$ cat src/rtl/vga_timing_pkg.sv
// VGA 640x480@60 timing constants, counter types
// and RGB332 to RGB444 colour expansion.
package vga_timing_pkg;

  localparam int CLK_DIV    = 4;
  localparam int H_VIS      = 640;
  localparam int H_FP       = 16;
  localparam int H_SYNC     = 96;
  localparam int H_BP       = 48;
  localparam int V_VIS      = 480;
  localparam int V_FP       = 10;
  localparam int V_SYNC     = 2;
  localparam int V_BP       = 33;
  localparam int SCALE_LOG2 = 3;

  localparam int H_TOTAL      = H_VIS + H_FP + H_SYNC + H_BP;
  localparam int H_SYNC_START = H_VIS + H_FP;
  localparam int H_SYNC_END   = H_SYNC_START + H_SYNC;
  localparam int V_TOTAL      = V_VIS + V_FP + V_SYNC + V_BP;
  localparam int V_SYNC_START = V_VIS + V_FP;
  localparam int V_SYNC_END   = V_SYNC_START + V_SYNC;

  typedef logic [9:0] hcnt_t;
  typedef logic [9:0] vcnt_t;

  function automatic logic [11:0] rgb332_to_444(
    input logic [7:0] c
  );
    return {c[7:5], c[7], c[4:2], c[4], c[1:0], c[1:0]};
  endfunction

endpackage

$ cat src/rtl/vga_pix_en.sv
// Pixel-rate strobe: one-clock pulse every CLK_DIV
// system clocks, first pulse in the CLK_DIV-th cycle.
module vga_pix_en #(
  parameter int CLK_DIV = 4
) (
  input  logic clk,
  input  logic rst_n,
  output logic pix_en
);

  localparam int W = (CLK_DIV > 1) ? $clog2(CLK_DIV) : 1;
  localparam logic [W-1:0] LAST = W'(CLK_DIV - 1);

  logic [W-1:0] div_q;
  logic [W-1:0] div_d;

  always_comb begin
    pix_en = (div_q == LAST);
    div_d  = pix_en ? '0 : div_q + W'(1);
  end

  always_ff @(posedge clk or negedge rst_n) begin
    if (!rst_n) begin
      div_q <= '0;
    end else begin
      div_q <= div_d;
    end
  end

endmodule

$ cat src/rtl/vga_80x60_scanner.sv
// Raster scanner for the 80x60 framebuffer: VGA timing,
// 8x8 replicated read addressing and registered DAC/sync.
module vga_80x60_scanner #(
  parameter int CLK_DIV    = vga_timing_pkg::CLK_DIV,
  parameter int H_VIS      = vga_timing_pkg::H_VIS,
  parameter int H_FP       = vga_timing_pkg::H_FP,
  parameter int H_SYNC     = vga_timing_pkg::H_SYNC,
  parameter int H_BP       = vga_timing_pkg::H_BP,
  parameter int V_VIS      = vga_timing_pkg::V_VIS,
  parameter int V_FP       = vga_timing_pkg::V_FP,
  parameter int V_SYNC     = vga_timing_pkg::V_SYNC,
  parameter int V_BP       = vga_timing_pkg::V_BP,
  parameter int SCALE_LOG2 = vga_timing_pkg::SCALE_LOG2
) (
  input  logic        CLK,
  input  logic        RST_N,
  output logic [12:0] RA2,
  input  logic [7:0]  RD2,
  output logic [11:0] VGA_RGB,
  output logic        VGA_HS,
  output logic        VGA_VS,
  output logic        FRAME_START
);

  import vga_timing_pkg::*;

  localparam hcnt_t H_VIS_C = hcnt_t'(H_VIS);
  localparam hcnt_t H_LAST  = hcnt_t'(H_VIS + H_FP + H_SYNC + H_BP - 1);
  localparam hcnt_t HS_BEG  = hcnt_t'(H_VIS + H_FP);
  localparam hcnt_t HS_END  = hcnt_t'(H_VIS + H_FP + H_SYNC);
  localparam vcnt_t V_VIS_C = vcnt_t'(V_VIS);
  localparam vcnt_t V_LAST  = vcnt_t'(V_VIS + V_FP + V_SYNC + V_BP - 1);
  localparam vcnt_t VS_BEG  = vcnt_t'(V_VIS + V_FP);
  localparam vcnt_t VS_END  = vcnt_t'(V_VIS + V_FP + V_SYNC);

  logic        pix_en;
  logic        visible;
  logic        h_last;
  logic        v_last;
  hcnt_t       hcnt_q, hcnt_d;
  vcnt_t       vcnt_q, vcnt_d;
  logic [11:0] rgb_q, rgb_d;
  logic        hs_q, hs_d;
  logic        vs_q, vs_d;

  vga_pix_en #(
    .CLK_DIV (CLK_DIV)
  ) u_pix_en (
    .clk    (CLK),
    .rst_n  (RST_N),
    .pix_en (pix_en)
  );

  always_comb begin
    h_last  = (hcnt_q == H_LAST);
    v_last  = (vcnt_q == V_LAST);
    visible = (hcnt_q < H_VIS_C) && (vcnt_q < V_VIS_C);
    hcnt_d  = hcnt_q;
    vcnt_d  = vcnt_q;
    rgb_d   = rgb_q;
    hs_d    = hs_q;
    vs_d    = vs_q;
    if (pix_en) begin
      hcnt_d = h_last ? '0 : hcnt_q + hcnt_t'(1);
      if (h_last) begin
        vcnt_d = v_last ? '0 : vcnt_q + vcnt_t'(1);
      end
      // colour and sync describe the same (pre-increment) slot
      rgb_d = visible ? rgb332_to_444(RD2) : '0;
      hs_d  = !((hcnt_q >= HS_BEG) && (hcnt_q < HS_END));
      vs_d  = !((vcnt_q >= VS_BEG) && (vcnt_q < VS_END));
    end
  end

  always_ff @(posedge CLK or negedge RST_N) begin
    if (!RST_N) begin
      hcnt_q <= '0;
      vcnt_q <= '0;
      rgb_q  <= '0;
      hs_q   <= 1'b1;
      vs_q   <= 1'b1;
    end else begin
      hcnt_q <= hcnt_d;
      vcnt_q <= vcnt_d;
      rgb_q  <= rgb_d;
      hs_q   <= hs_d;
      vs_q   <= vs_d;
    end
  end

  assign RA2 = visible ?
    {vcnt_q[SCALE_LOG2 +: 6], hcnt_q[SCALE_LOG2 +: 7]} : '0;

  assign FRAME_START = pix_en && h_last && v_last;
  assign VGA_RGB     = rgb_q;
  assign VGA_HS      = hs_q;
  assign VGA_VS      = vs_q;

endmodule
$ cat config.mk
export PLATFORM = sky130hd
export DESIGN_NAME = vga_80x60_scanner
export DESIGN_NICKNAME = d
export VERILOG_FILES = /design/src/rtl/vga_timing_pkg.sv /design/src/rtl/vga_pix_en.sv /design/src/rtl/vga_80x60_scanner.sv
export SDC_FILE = /design/constraint.sdc
export NUM_CORES = 1
export LEC_CHECK = 0
export ABC_AREA = 1
export ABC_CLOCK_PERIOD_IN_PS = 1250
export BUFFER_PORTS_ARGS = -buffer_cell sky130_fd_sc_hd__clkbuf_2
export CAP_MARGIN = 25
export CORE_ASPECT_RATIO = 0.9
export CORE_UTILIZATION = 49
export CTS_CLUSTER_SIZE = 25
export DETAILED_ROUTE_END_ITERATION = 10
export GPL_ROUTABILITY_DRIVEN = 0
export HOLD_SLACK_MARGIN = 0.1
export PLACE_DENSITY = 0.86
export SLEW_MARGIN = 20
export SYNTH_ARGS = -nofsm -noshare
export SYNTH_HDL_FRONTEND = slang
export SYNTH_SLANG_ARGS = --single-unit
$ cat constraint.sdc
create_clock -name CLK -period 1.25 [get_ports CLK]
set_input_delay 0.0625 -clock CLK [delete_from_list [all_inputs] [get_ports CLK]]
set_output_delay 0.0625 -clock CLK [all_outputs]
set_load 0.05 [all_outputs]
==> results of run 1 <==
## stage by stage
step | TNS (ps) | util, % | total power (W) | cell area (sq um)
floorplan | -1850 | - | 0.00117 | 1860
global placement | -2340 | 70.4 | 0.00121 | 2410
detailed placement | -3920 | 70.4 | 0.00122 | 2410
CTS | -6880 | 82.2 | 0.00226 | 2820
global route | -19740 | 97.6 | 0.00236 | 3350
finish | -18080 | 97.6 | 0.00233 | 3350
## power groups by stage
stage | Sequential (W) | Clock (W) | Combinational [W]
after floorplan | 0.00112 | 0 | 0.0000445
after global placement | 0.00108 | 0 | 0.000139
after detailed placement | 0.00108 | 0 | 0.000141
after CTS | 0.00106 | 0.00104 | 0.000163
after global routing | 0.00106 | 0.00111 | 0.000194
final | 0.00106 | 0.00109 | 0.000183
## layer usage
| layer | global-route usage [%] | vias to the layer above | routed length (microns) |
|---|---|---|---|
| met5 | 0 | - | 0 |
| met4 | 16.1 | 0 | 1240 |
| met3 | 11.2 | 136 | 1360 |
| met2 | 56.7 | 279 | 4650 |
| met1 | 34.3 | 1170 | 3100 |
| li1 | - | 925 | - |
## placed cells by master, fill, tap and decap left out, drive strengths merged
| cell type | netlist | layout |
|---|---|---|
| nand4 | 7 | 7 |
| ha | 5 | 5 |
| buf | 10 | 75 |
| dfrtp | 30 | 30 |
| clkinvlp | 0 | 2 |
| or2 | 2 | 2 |
| nor2 | 44 | 44 |
| o2111ai | 1 | 1 |
| a211oi | 1 | 1 |
| dfstp | 2 | 2 |
| bufinv | 0 | 1 |
| a21oi | 3 | 3 |
| nand2 | 43 | 43 |
| a41oi | 1 | 1 |
| dlygate4sd3 | 0 | 9 |
| nor3 | 6 | 6 |
| nand3 | 14 | 14 |
| xor2 | 5 | 5 |
| clkbuf | 0 | 29 |
| nand3b | 1 | 1 |
| inv | 27 | 30 |
| o21ai | 20 | 20 |
## state kept, by name, summed over array words and instances, names as in the netlist
name / count
hcnt_q: 10
u_pix_en.div_q: 2
vcnt_q: 10
VGA_HS: 1
VGA_VS: 1
VGA_RGB: 8
## worst register-to-register path, cell delays in order, from the launching register on
cell and delay [ps]:
dfrtp_1 440, inv_1 120, buf_4 180, nor2_1 210
nand4_1 190, buf_6 180, buf_6 120, buf_4 120
nand4_1 70, nand2_1 60
## what timing repair did
item,4_1_cts,5_1_grt
pin swaps,5,15
hold endpoints to repair,40,0
cloned,0,2
buffers inserted,9,18
resized for setup,29,110
hold buffers,9,0
setup endpoints to repair,39,42
## layout make-up
type / count / area, sq um
well taps: 44 / 55.1
multi-input cells: 153 / 1190
repair buffers: 108 / 1040
clock inverters: 3 / 46.3
clock buffers: 5 / 68.8
inverters: 29 / 125
flip-flops and latches: 32 / 805
fillers: 51 / 82.6
repair inverters: 1 / 11.3
## cells by family (layout without fill, tap and decap cells)
| kind of cell | Yosys count | after routing | synth area share, % |
|---|---|---|---|
| fa+ha+maj | 5 | 5 | 3.50 |
| simple gates | 117 | 117 | 30.9 |
| flops | 32 | 32 | 44.9 |
| buf+inv | 39 | 146 | 10.4 |
| xor+xnor | 5 | 5 | 2.45 |
| compound gates | 26 | 26 | 7.84 |
## worst max path at each step
| stage | end | slack (ps) | from | cells past startpoint |
|---|---|---|---|---|
| 6_report | FRAME_START | -700 | vcnt_q[9]$_DFFE_PN0P_ | 7 |
| 5_1_grt | RA2[3] | -740 | vcnt_q[8]$_DFFE_PN0P_ | 7 |
| 4_1_cts | FRAME_START | -350 | vcnt_q[1]$_DFFE_PN0P_ | 8 |
| 3_5_place_dp | vcnt_q[0]$_DFFE_PN0P_ | -230 | hcnt_q[7]$_DFFE_PN0P_ | 7 |
| 3_3_place_gp | vcnt_q[3]$_DFFE_PN0P_ | -170 | hcnt_q[7]$_DFFE_PN0P_ | 7 |
| 2_1_floorplan | FRAME_START | -130 | vcnt_q[0]$_DFFE_PN0P_ | 6 |
==> Flow_metrics.wiki, run 1 <==
{| class="wikitable"
! Metric !! Value
|-
| Run status || finished, violations left
|-
| Violated checks || design-rule violations, negative setup slack
|-
| Routed via count || 2510
|-
| Antenna diode instance count || 0
|-
| Leakage power || 1.52 nW
|-
| Die Area || 0.00389 sq mm
|-
| Sequential-to-total area share from yosys stat || 44.9%
|-
| Worst reg-to-reg setup slack || -540 ps
|-
| Post-route fraction of the period consumed by the critical path || 156%
|-
| Total track usage || 32.2%
|-
| Depth of the worst register-to-register path || 9
|-
| Primary FF master, synth || dfrtp_1
|-
| Minimum clock period after layout || 1950 ps
|-
| Launch point of the worst reg-to-reg path || vcnt_q[9]$_DFFE_PN0P_
|-
| Wirelength per Cell || 27.6 microns
|-
| Actual transition at the worst max-transition pin || 417 ps
|-
| Post-CTS clock slew at the launch and capture registers of the worst setup and hold paths || 80 ps
|-
| Pre-CTS WS || -229 ps
|-
| Maximum fanout along the worst path || 5
|-
| Class of the tightest hold or removal check || in2async
|-
| Cell family contributing the most delay on the critical path || buffers and inverters
|-
| Number of enable flip-flop cells after synthesis || 0
|-
| Yosys warnings || 0
|-
| TritonCTS clock tree || built
|-
| Antenna violations before repair || 0
|-
| Post-synth top area share || 42.0%
|-
| Part of the total power dissipated in sequential elements || 45.4%
|-
| Power per Cell Area || 697 mW/mm^2
|-
| Cell internal power dissipation || 0.00170 W
|-
| Ports || 38
|-
| Commonest cells post-synth || 42 x nand2_1, 37 x nor2_1, 30 x dfrtp_1, 27 x inv_1
|-
| Vias per inst || 6.69
|-
| Switching portion of total power || 27.1%
|-
| Number of global-route vias before repair || 1832
|-
| Number of buffers and inverters on the critical path || 4
|-
| Post-synthesis instance area || 0.00179 sq mm
|-
| Worst Path Arrival || 1880 ps
|-
| Number of nets in the final layout || 345
|-
| Post-Syn Instances || 224
|-
| Share of total power in the clock network || 46.7%
|-
| Setup Viol. Count Final || 46
|-
| Cell with the most instances after synthesis || nand2_1
|-
| H-tree Lvls || 2
|-
| Highest clock rate || 514 MHz
|-
| CORE AREA || 0.00343 sq mm
|-
| Count of endpoints failing hold in the final timing report || 0
|-
| IO Port Bufs || 37
|-
| X dimension of the die || 65.7 microns
|-
| Share of layout cells above drive strength 1 || 60.7%
|-
| Hpwl dp || 3180 microns
|-
| Number of placement rows || 20
|-
| Initial Util || 52.2%
|-
| Leading cell types by total area after synthesis || dfrtp_1 42%, nand2_1 8.8%, nor2_1 7.8%, inv_1 5.7%, nand3_1 3.6%
|-
| Combinational cell fraction of total power || 7.9%
|-
| Clk Latency, worst-skew pair || 310 ps
|-
| Largest stage delay, worst path || 440 ps
|-
| Synthesized netlist net count || 239
|-
| Unrepaired setup endpoints after global routing || true
|-
| Die H || 59.3 microns
|-
| Largest net degree at the start of global routing || 33
|-
| Number of unique standard cell types used by synthesis || 30
|-
| Global route overflow || 0
|-
| Final antenna-violating net count || 0
|-
| Sinks on the clock net || 32
|-
| Clock Skews || 8.76 ps
|-
| Cell at the root of the clock tree || clkbuf_8
|-
| Data required, critical path || 1190 ps
|-
| Reported max-cap violation count || 0
|-
| 1st-iter DRT viols || 424
|-
| End of the worst register-to-register path || vcnt_q[9]$_DFFE_PN0P_
|-
| Kind of critical path || reg2out
|-
| Post-layout worst setup margin || -696 ps
|-
| Number of cells in the design after placement || 331
|-
| Area leader, netlist || dfrtp_1
|-
| P&R area growth vs syn || 87.1%
|-
| Endpoint kind of the worst setup timing path || output pin
|-
| Psw || 0.000631 W
|-
| Post-detailed-route DRC marker count || 1
|-
| Minimum hold slack || 378 ps
|-
| Max-Slew Margin vs Limit || 72.2%
|-
| Number of flip-flops and latches in the synthesized netlist || 32
|-
| Wire length of the first global-routing pass || 8780 microns
|-
| Final cell count without fillers || 375
|-
| Router iterations before antenna repair || 11
|-
| Post-synth ARST share || 100%
|-
| Detailed Route WL || 10400 microns
|-
| Max Buffers Root-to-Sink || 2
|-
| Max IR drop VDD || 1280 uV
|-
| CTS buffer count || 5
|-
| Kind of start point of the critical path || flop
|-
| Syn Area/Cell || 7.98 sq um
|-
| Slowest-stage cell, CP || dfrtp_1
|-
| CP Cell Sequence || inv_1 > buf_4 > nor2_1 > nand4_1 > buf_6 > nor2_4 > buf_12
|-
| Max-slew violation count || 0
|}
Power figures use the tool's default switching activity.
==> run 2: changes to the inputs <==
- ABC_CLOCK_PERIOD_IN_PS: 1250 -> 2200
- CORE_UTILIZATION: 49 -> 54
- PLACE_DENSITY: 0.86 -> 0.89
- clock period: 1.25 -> 2.2 ns (I/O delays scaled with it)
==> run 2 against run 1 <==
Against the previous run: the run now ends clean; via count decreased by 39%; worst setup slack improved by 900 ps; design area down 35%; critical endpoint unchanged; utilization fell by 28 points; sequential power fell by 43%; highest routed layer unchanged; register-to-register slack gained 1200 ps; critical path depth stayed put; global-route usage fell by 8.6 points; sequential share of layout area rose by 13 points.
==> Flow_metrics.wiki, run 2 (same netlist as run 1, synthesis figures left out) <==
{| class="wikitable"
! Metric !! Value
|-
| Cell at the root of the clock tree || clkbuf_8 (unchanged)
|-
| Die Area || 0.00355 sq mm (was 0.00389 sq mm)
|-
| Minimum clock period after layout || 1990 ps
|-
| Wirelength per Cell || 11.8 microns (was 27.6 microns)
|-
| Clk Latency, worst-skew pair || 290 ps (was 310 ps)
|-
| Data required, critical path || 2090 ps (was 1190 ps)
|-
| Antenna diode instance count || 0 (unchanged)
|-
| Kind of critical path || reg2out (unchanged)
|-
| Number of global-route vias before repair || 1413 (was 1832)
|-
| Count of cells resized by post-cts repair || 0 (was 29)
|-
| Count of endpoints failing hold in the final timing report || 0 (unchanged)
|-
| Max-Slew Margin vs Limit || 48.1% (was 72.2%)
|-
| Die H || 56.6 microns (was 59.3 microns)
|-
| Share of total power in the clock network || 41.8% (was 46.7%)
|-
| Router iterations before antenna repair || 4 (was 11)
|-
| Highest clock rate || 502 MHz
|-
| Post-route fraction of the period consumed by the critical path || 90.6%
|-
| Number of nets in the final layout || 285 (was 345)
|-
| Switching portion of total power || 23.5% (was 27.1%)
|-
| Commonest non-fill, non-tap cell in the layout || nand2_1 (was buf_4)
|-
| Class of the tightest hold or removal check || in2async (unchanged)
|-
| Part of the total power dissipated in sequential elements || 50.6% (was 45.4%)
|-
| Routed via count || 1537 (was 2510)
|-
| Area after DPL || 0.00197 sq mm (was 0.00241 sq mm)
|-
| Setup Viol. Count Final || 0 (was 46)
|-
| Pre-CTS WS || 521 ps (was -229 ps)
|-
| Ports || 38 (unchanged)
|-
| Final core utilization || 69.4% (was 97.6%)
|-
| Kind of start point of the critical path || flop (unchanged)
|-
| Detailed Route WL || 3680 microns (was 10400 microns)
|-
| Commonest cells after routing, fill and taps aside || 42 x nand2_1, 37 x nor2_1, 37 x clkbuf_2 (was 42 x buf_4, 32 x nand2_1, 29 x dfrtp_1)
|-
| Combinational cell fraction of total power || 7.6% (was 7.9%)
|-
| Hpwl dp || 2630 microns (was 3180 microns)
|-
| Final instance area || 0.00216 sq mm (was 0.00335 sq mm)
|-
| Post-detailed-route DRC marker count || 0 (was 1)
|-
| Worst Path Arrival || 1880 ps (about the same)
|-
| Global route overflow || 0 (unchanged)
|-
| Number of placement rows || 19 (was 20)
|-
| Initial Util || 57.4% (was 52.2%)
|-
| IO Port Bufs || 37 (unchanged)
|-
| Antenna violations before repair || 0 (unchanged)
|-
| Leakage power || 1.06 nW (was 1.52 nW)
|-
| Maximum fanout along the worst path || 7 (was 5)
|-
| Clock Skews || 6.72 ps (was 8.76 ps)
|-
| Post-CTS clock slew at the launch and capture registers of the worst setup and hold paths || 70 ps (was 80 ps)
|-
| P&R area growth vs syn || 20.9% (was 87.1%)
|-
| CORE AREA || 0.00311 sq mm (was 0.00343 sq mm)
|-
| Max IR drop VDD || 415 uV (was 1280 uV)
|-
| Endpoint kind of the worst setup timing path || output pin (unchanged)
|-
| Psw || 0.000280 W (was 0.000631 W)
|-
| # fillers || 245 (was 51)
|-
| Cell internal power dissipation || 0.000908 W (was 0.00170 W)
|-
| Max Buffers Root-to-Sink || 2 (unchanged)
|-
| Wire length of the first global-routing pass || 6290 microns (was 8780 microns)
|-
| 1st-iter DRT viols || 104 (was 424)
|-
| Total track usage || 23.7% (was 32.2%)
|-
| Share of layout cells above drive strength 1 || 23.6% (was 60.7%)
|-
| Post-layout worst setup margin || 207 ps (was -696 ps)
|-
| Max-slew violation count || 0 (unchanged)
|-
| Unrepaired setup endpoints after global routing || false (was true)
|-
| Final antenna-violating net count || 0 (unchanged)
|-
| Run status || finished clean (was finished, violations left)
|-
| Actual transition at the worst max-transition pin || 778 ps (was 417 ps)
|-
| Power per Cell Area || 549 mW/mm^2 (was 697 mW/mm^2)
|-
| Total Neg Setup Slack || 0 ps (was -18080 ps)
|-
| TritonCTS clock tree || built (unchanged)
|-
| H-tree Lvls || 2 (unchanged)
|-
| X dimension of the die || 62.7 microns (was 65.7 microns)
|-
| Vias per inst || 4.91 (was 6.69)
|-
| CTS buffer count || 5 (unchanged)
|-
| Reported max-cap violation count || 0 (unchanged)
|-
| Sinks on the clock net || 32 (unchanged)
|-
| Largest net degree at the start of global routing || 33 (unchanged)
|}
run 2: cell types whose count changed in the layout (fill, tap and decap cells not counted), sizes merged:
cell      previous run  this run
clkbuf              29        45
inv                 30        27
clkinv               0         2
bufinv               1         0
buf                 75         3
clkinvlp             2         0
run 2: final timing paths:
| path | depth (start not counted) | slack (ps) | to | from |
|---|---|---|---|---|
| hold reg to reg | 1 | 430 | u_pix_en.div_q[0]$_DFF_PN0_ | u_pix_en.div_q[0]$_DFF_PN0_ |
| hold / removal | 2 | 420 | vcnt_q[6]$_DFFE_PN0P_ | RST_N |
| setup reg to reg | 6 | 630 | hcnt_q[9]$_DFFE_PN0P_ | u_pix_en.div_q[0]$_DFF_PN0_ |
| max in group asynchronous | 2 | 1280 | hcnt_q[0]$_DFFE_PN0P_ | RST_N |
| min in group CLK | 1 | 430 | u_pix_en.div_q[0]$_DFF_PN0_ | u_pix_en.div_q[0]$_DFF_PN0_ |
| setup / recovery | 7 | 210 | FRAME_START | vcnt_q[0]$_DFFE_PN0P_ |
run 2: area by class of cell:
type | instances | area, sq um | area share, %
sequential | 32 | 803 | 37.2
multi-input combinational | 153 | 798 | 36.9
clock buffer | 8 | 100 | 4.63
timing repair buffer | 49 | 298 | 13.8
inverter | 29 | 110 | 5.09
tap | 42 | 52.6 | 2.43
run 2: through the flow:
stage / instances / hold WS, ps / power [W]
global route: 313 / 436 / 0.00122
CTS: 313 / 427 / 0.00120
global placement: 296 / 218 / 0.000689
detailed placement: 296 / 229 / 0.000690
finish: 313 / 421 / 0.00119
floorplan: 224 / -186 / 0.000664
run 2: what timing repair did:
item                                   4_1_cts  5_1_grt
hold buffers                                 9        0
endpoints found under the hold margin       38        0
setup buffers                                0        0
run 2: power groups by stage:
stage                     sequential [W]  clock, W  combinational, W
after floorplan                 0.000638         0         0.0000253
after global placement          0.000611         0         0.0000776
after detailed placement        0.000611         0         0.0000787
after CTS                       0.000601  0.000507         0.0000910
after global routing            0.000601  0.000524         0.0000969
final                           0.000601  0.000496         0.0000902
run 2: per-layer routing:
| metal | up-vias | share of wire [%] | track usage, % |
|---|---|---|---|
| met5 | - | 0 | 0 |
| met4 | 0 | 2.1 | 13.0 |
| met3 | 8 | 4.7 | 5.08 |
| met2 | 46 | 46 | 37.6 |
| met1 | 679 | 47 | 30.2 |
| li1 | 804 | - | - |
run 2: worst max-delay path, cell delays in order, from the launching register on:
cell and delay [ps]:
dfrtp_1 450, inv_1 140, ha_1 160, inv_1 40, nor2_1 90, nand4_1 240, nor2_1 180, clkbuf_2 290
==> run 3: changes to the inputs <==
- CORE_ASPECT_RATIO: 0.9 -> default
- REMOVE_ABC_BUFFERS: default -> 1
==> run 3 against run 2 <==
Against the previous run: register-to-register slack hardly changed; die area about the same; global-route usage rose by 2.6 points; critical path type unchanged.
==> Flow_metrics.wiki, run 3 (same netlist as run 1, synthesis figures left out) <==
{| class="wikitable"
! Metric !! Value
|-
| Run status || finished clean (unchanged)
|-
| Data required, critical path || 2090 ps (about the same)
|-
| Number of nets in the final layout || 285 (unchanged)
|-
| Antenna violations before repair || 0 (unchanged)
|-
| Ports || 38 (unchanged)
|-
| Initial Util || 57.6% (was 57.4%)
|-
| Vias per inst || 5.16 (was 4.91)
|-
| Highest clock rate || 486 MHz (was 502 MHz)
|-
| Worst reg-to-reg setup slack || 630 ps (about the same)
|-
| Hpwl dp || 2740 microns (was 2630 microns)
|-
| Die H || 59.5 microns (was 56.6 microns)
|-
| Slowest-stage cell, CP || dfrtp_1 (unchanged)
|-
| H-tree Lvls || 2 (unchanged)
|-
| Post-CTS clock slew at the launch and capture registers of the worst setup and hold paths || 110 ps (was 70 ps)
|-
| P&R area growth vs syn || 18.3% (was 20.9%)
|-
| Largest net degree at the start of global routing || 33 (unchanged)
|-
| Cell at the root of the clock tree || clkbuf_4 (was clkbuf_8)
|-
| Minimum clock period after layout || 2060 ps (was 1990 ps)
|-
| CP Cell Sequence || inv_1 > ha_1 > inv_1 > nor2_1 > nand4_1 > nor2_1 > clkbuf_2 (unchanged)
|-
| Commonest cells after routing, fill and taps aside || 42 x nand2_1, 37 x nor2_1, 37 x clkbuf_2 (unchanged)
|-
| Leakage power || 1.03 nW (was 1.06 nW)
|-
| Final instance area || 0.00211 sq mm (was 0.00216 sq mm)
|-
| IO Port Bufs || 37 (unchanged)
|-
| Setup Viol. Count Final || 0 (unchanged)
|-
| Total track usage || 26.3% (was 23.7%)
|-
| Depth of the worst register-to-register path || 6 (unchanged)
|-
| Area after DPL || 0.00197 sq mm (about the same)
|-
| Unrepaired setup endpoints after global routing || false (unchanged)
|-
| Kind of critical path || reg2out (unchanged)
|-
| Actual transition at the worst max-transition pin || 782 ps (was 778 ps)
|-
| Kind of start point of the critical path || flop (unchanged)
|-
| Clk Latency, worst-skew pair || 350 ps (was 290 ps)
|-
| Clock Skews || 9.28 ps (was 6.72 ps)
|-
| X dimension of the die || 59.5 microns (was 62.7 microns)
|-
| Number of placement rows || 20 (was 19)
|-
| Routed via count || 1619 (was 1537)
|-
| Critical path endpoint || FRAME_START (unchanged)
|-
| 1st-iter DRT viols || 85 (was 104)
|-
| CORE AREA || 0.00310 sq mm (was 0.00311 sq mm)
|-
| CTS buffer count || 5 (unchanged)
|-
| Total design power || 0.00102 W (was 0.00119 W)
|-
| Maximum fanout along the worst path || 7 (unchanged)
|-
| Commonest non-fill, non-tap cell in the layout || nand2_1 (unchanged)
|-
| Largest stage delay, worst path || 460 ps (was 450 ps)
|-
| Antenna diode instance count || 0 (unchanged)
|-
| Number of cells in the design after placement || 298 (was 296)
|-
| Max-slew violation count || 0 (unchanged)
|-
| Sinks on the clock net || 32 (unchanged)
|-
| Max Buffers Root-to-Sink || 2 (unchanged)
|-
| Final cell count without fillers || 314 (was 313)
|-
| Global route overflow || 0 (unchanged)
|-
| Max-Slew Margin vs Limit || 47.9% (was 48.1%)
|-
| First element of the critical path || vcnt_q[0]$_DFFE_PN0P_ (unchanged)
|-
| Launch point of the worst reg-to-reg path || u_pix_en.div_q[0]$_DFF_PN0_ (unchanged)
|-
| Class of the tightest hold or removal check || in2async (unchanged)
|-
| Final antenna-violating net count || 0 (unchanged)
|-
| Total Neg Setup Slack || 0 ps (unchanged)
|-
| Share of layout cells above drive strength 1 || 23.7% (was 23.6%)
|-
| End of the worst register-to-register path || hcnt_q[9]$_DFFE_PN0P_ (unchanged)
|-
| TritonCTS clock tree || built (unchanged)
|-
| Max IR drop VDD || 493 uV (was 415 uV)
|-
| Power per Cell Area || 483 mW/mm^2 (was 549 mW/mm^2)
|-
| Post-route fraction of the period consumed by the critical path || 93.5% (was 90.6%)
|-
| Post-detailed-route DRC marker count || 0 (unchanged)
|-
| Router iterations before antenna repair || 4 (unchanged)
|-
| Detailed Route WL || 4060 microns (was 3680 microns)
|-
| Count of endpoints failing hold in the final timing report || 0 (unchanged)
|-
| Reported max-cap violation count || 0 (unchanged)
|-
| Total setup buffers inserted after CTS || 0 (unchanged)
|-
| Wire length of the first global-routing pass || 6800 microns (was 6290 microns)
|-
| Worst Path Arrival || 1950 ps (was 1880 ps)
|-
| Endpoint kind of the worst setup timing path || output pin (unchanged)
|-
| Die Area || 0.00355 sq mm (about the same)
|-
| Number of global-route vias before repair || 1543 (was 1413)
|-
| Wirelength per Cell || 12.9 microns (was 11.8 microns)
|}
-- run 3: per-layer routing --
layer | GRT usage, % | part of all wire, %
met2 | 42.4 | 48
met1 | 32.4 | 44
met4 | 15.9 | 2.8
met5 | 0 | 0
met3 | 5.24 | 5.1
-- run 3: stage by stage --
stage	setup WS [ps]	util, %	hold WS [ps]
final	144	68.1	352
after global routing	16.1	68.1	445
after CTS	131	68.1	381
after detailed placement	517	63.6	221
after global placement	587	63.6	222
after floorplan	207	-	-186
-- run 3: worst max-delay path: cells and delay by family, from the launching register on --
kind                       cells  cell delay (ps)
and+or+nand+nor                3              510
adders and majority gates      1              160
DFF                            1              460
buffers and inverters          3              470
-- run 3: how the worst min path moves through the flow --
stage / from / end / slack, ps
finish: RST_N / VGA_RGB[5]$_DFFE_PN0P_ / 350
floorplan: RST_N / VGA_RGB[10]$_DFFE_PN0P_ / -190
global route: RST_N / vcnt_q[4]$_DFFE_PN0P_ / 450
detailed placement: RST_N / vcnt_q[3]$_DFFE_PN0P_ / 220
global placement: RST_N / vcnt_q[3]$_DFFE_PN0P_ / 220
CTS: RST_N / vcnt_q[3]$_DFFE_PN0P_ / 380
-- run 3: repair_timing --
action / 4_1_cts / 5_1_grt
hold buffers: 9 / 0
gates resized for setup: 0 / 0
hold endpoints to repair: 38 / 0
-- run 3: where the power goes --
part / switching, W / internal [W]
Sequential: 0.00000576 / 0.000595
Combinational: 0.0000658 / 0.0000267
Clock: 0.000212 / 0.000116
Total: 0.000284 / 0.000738
-- run 3: final cells by class --
cell class                      instances  area (sq um)
Tap cell                               44          55.1
Sequential cell                        32           803
Multi-Input combinational cell        153           798
Clock buffer                            5          37.5
Clock inverter                          2          12.5
Inverter                               29           110
Fill cell                             254           988
Timing Repair Buffer                   49           298
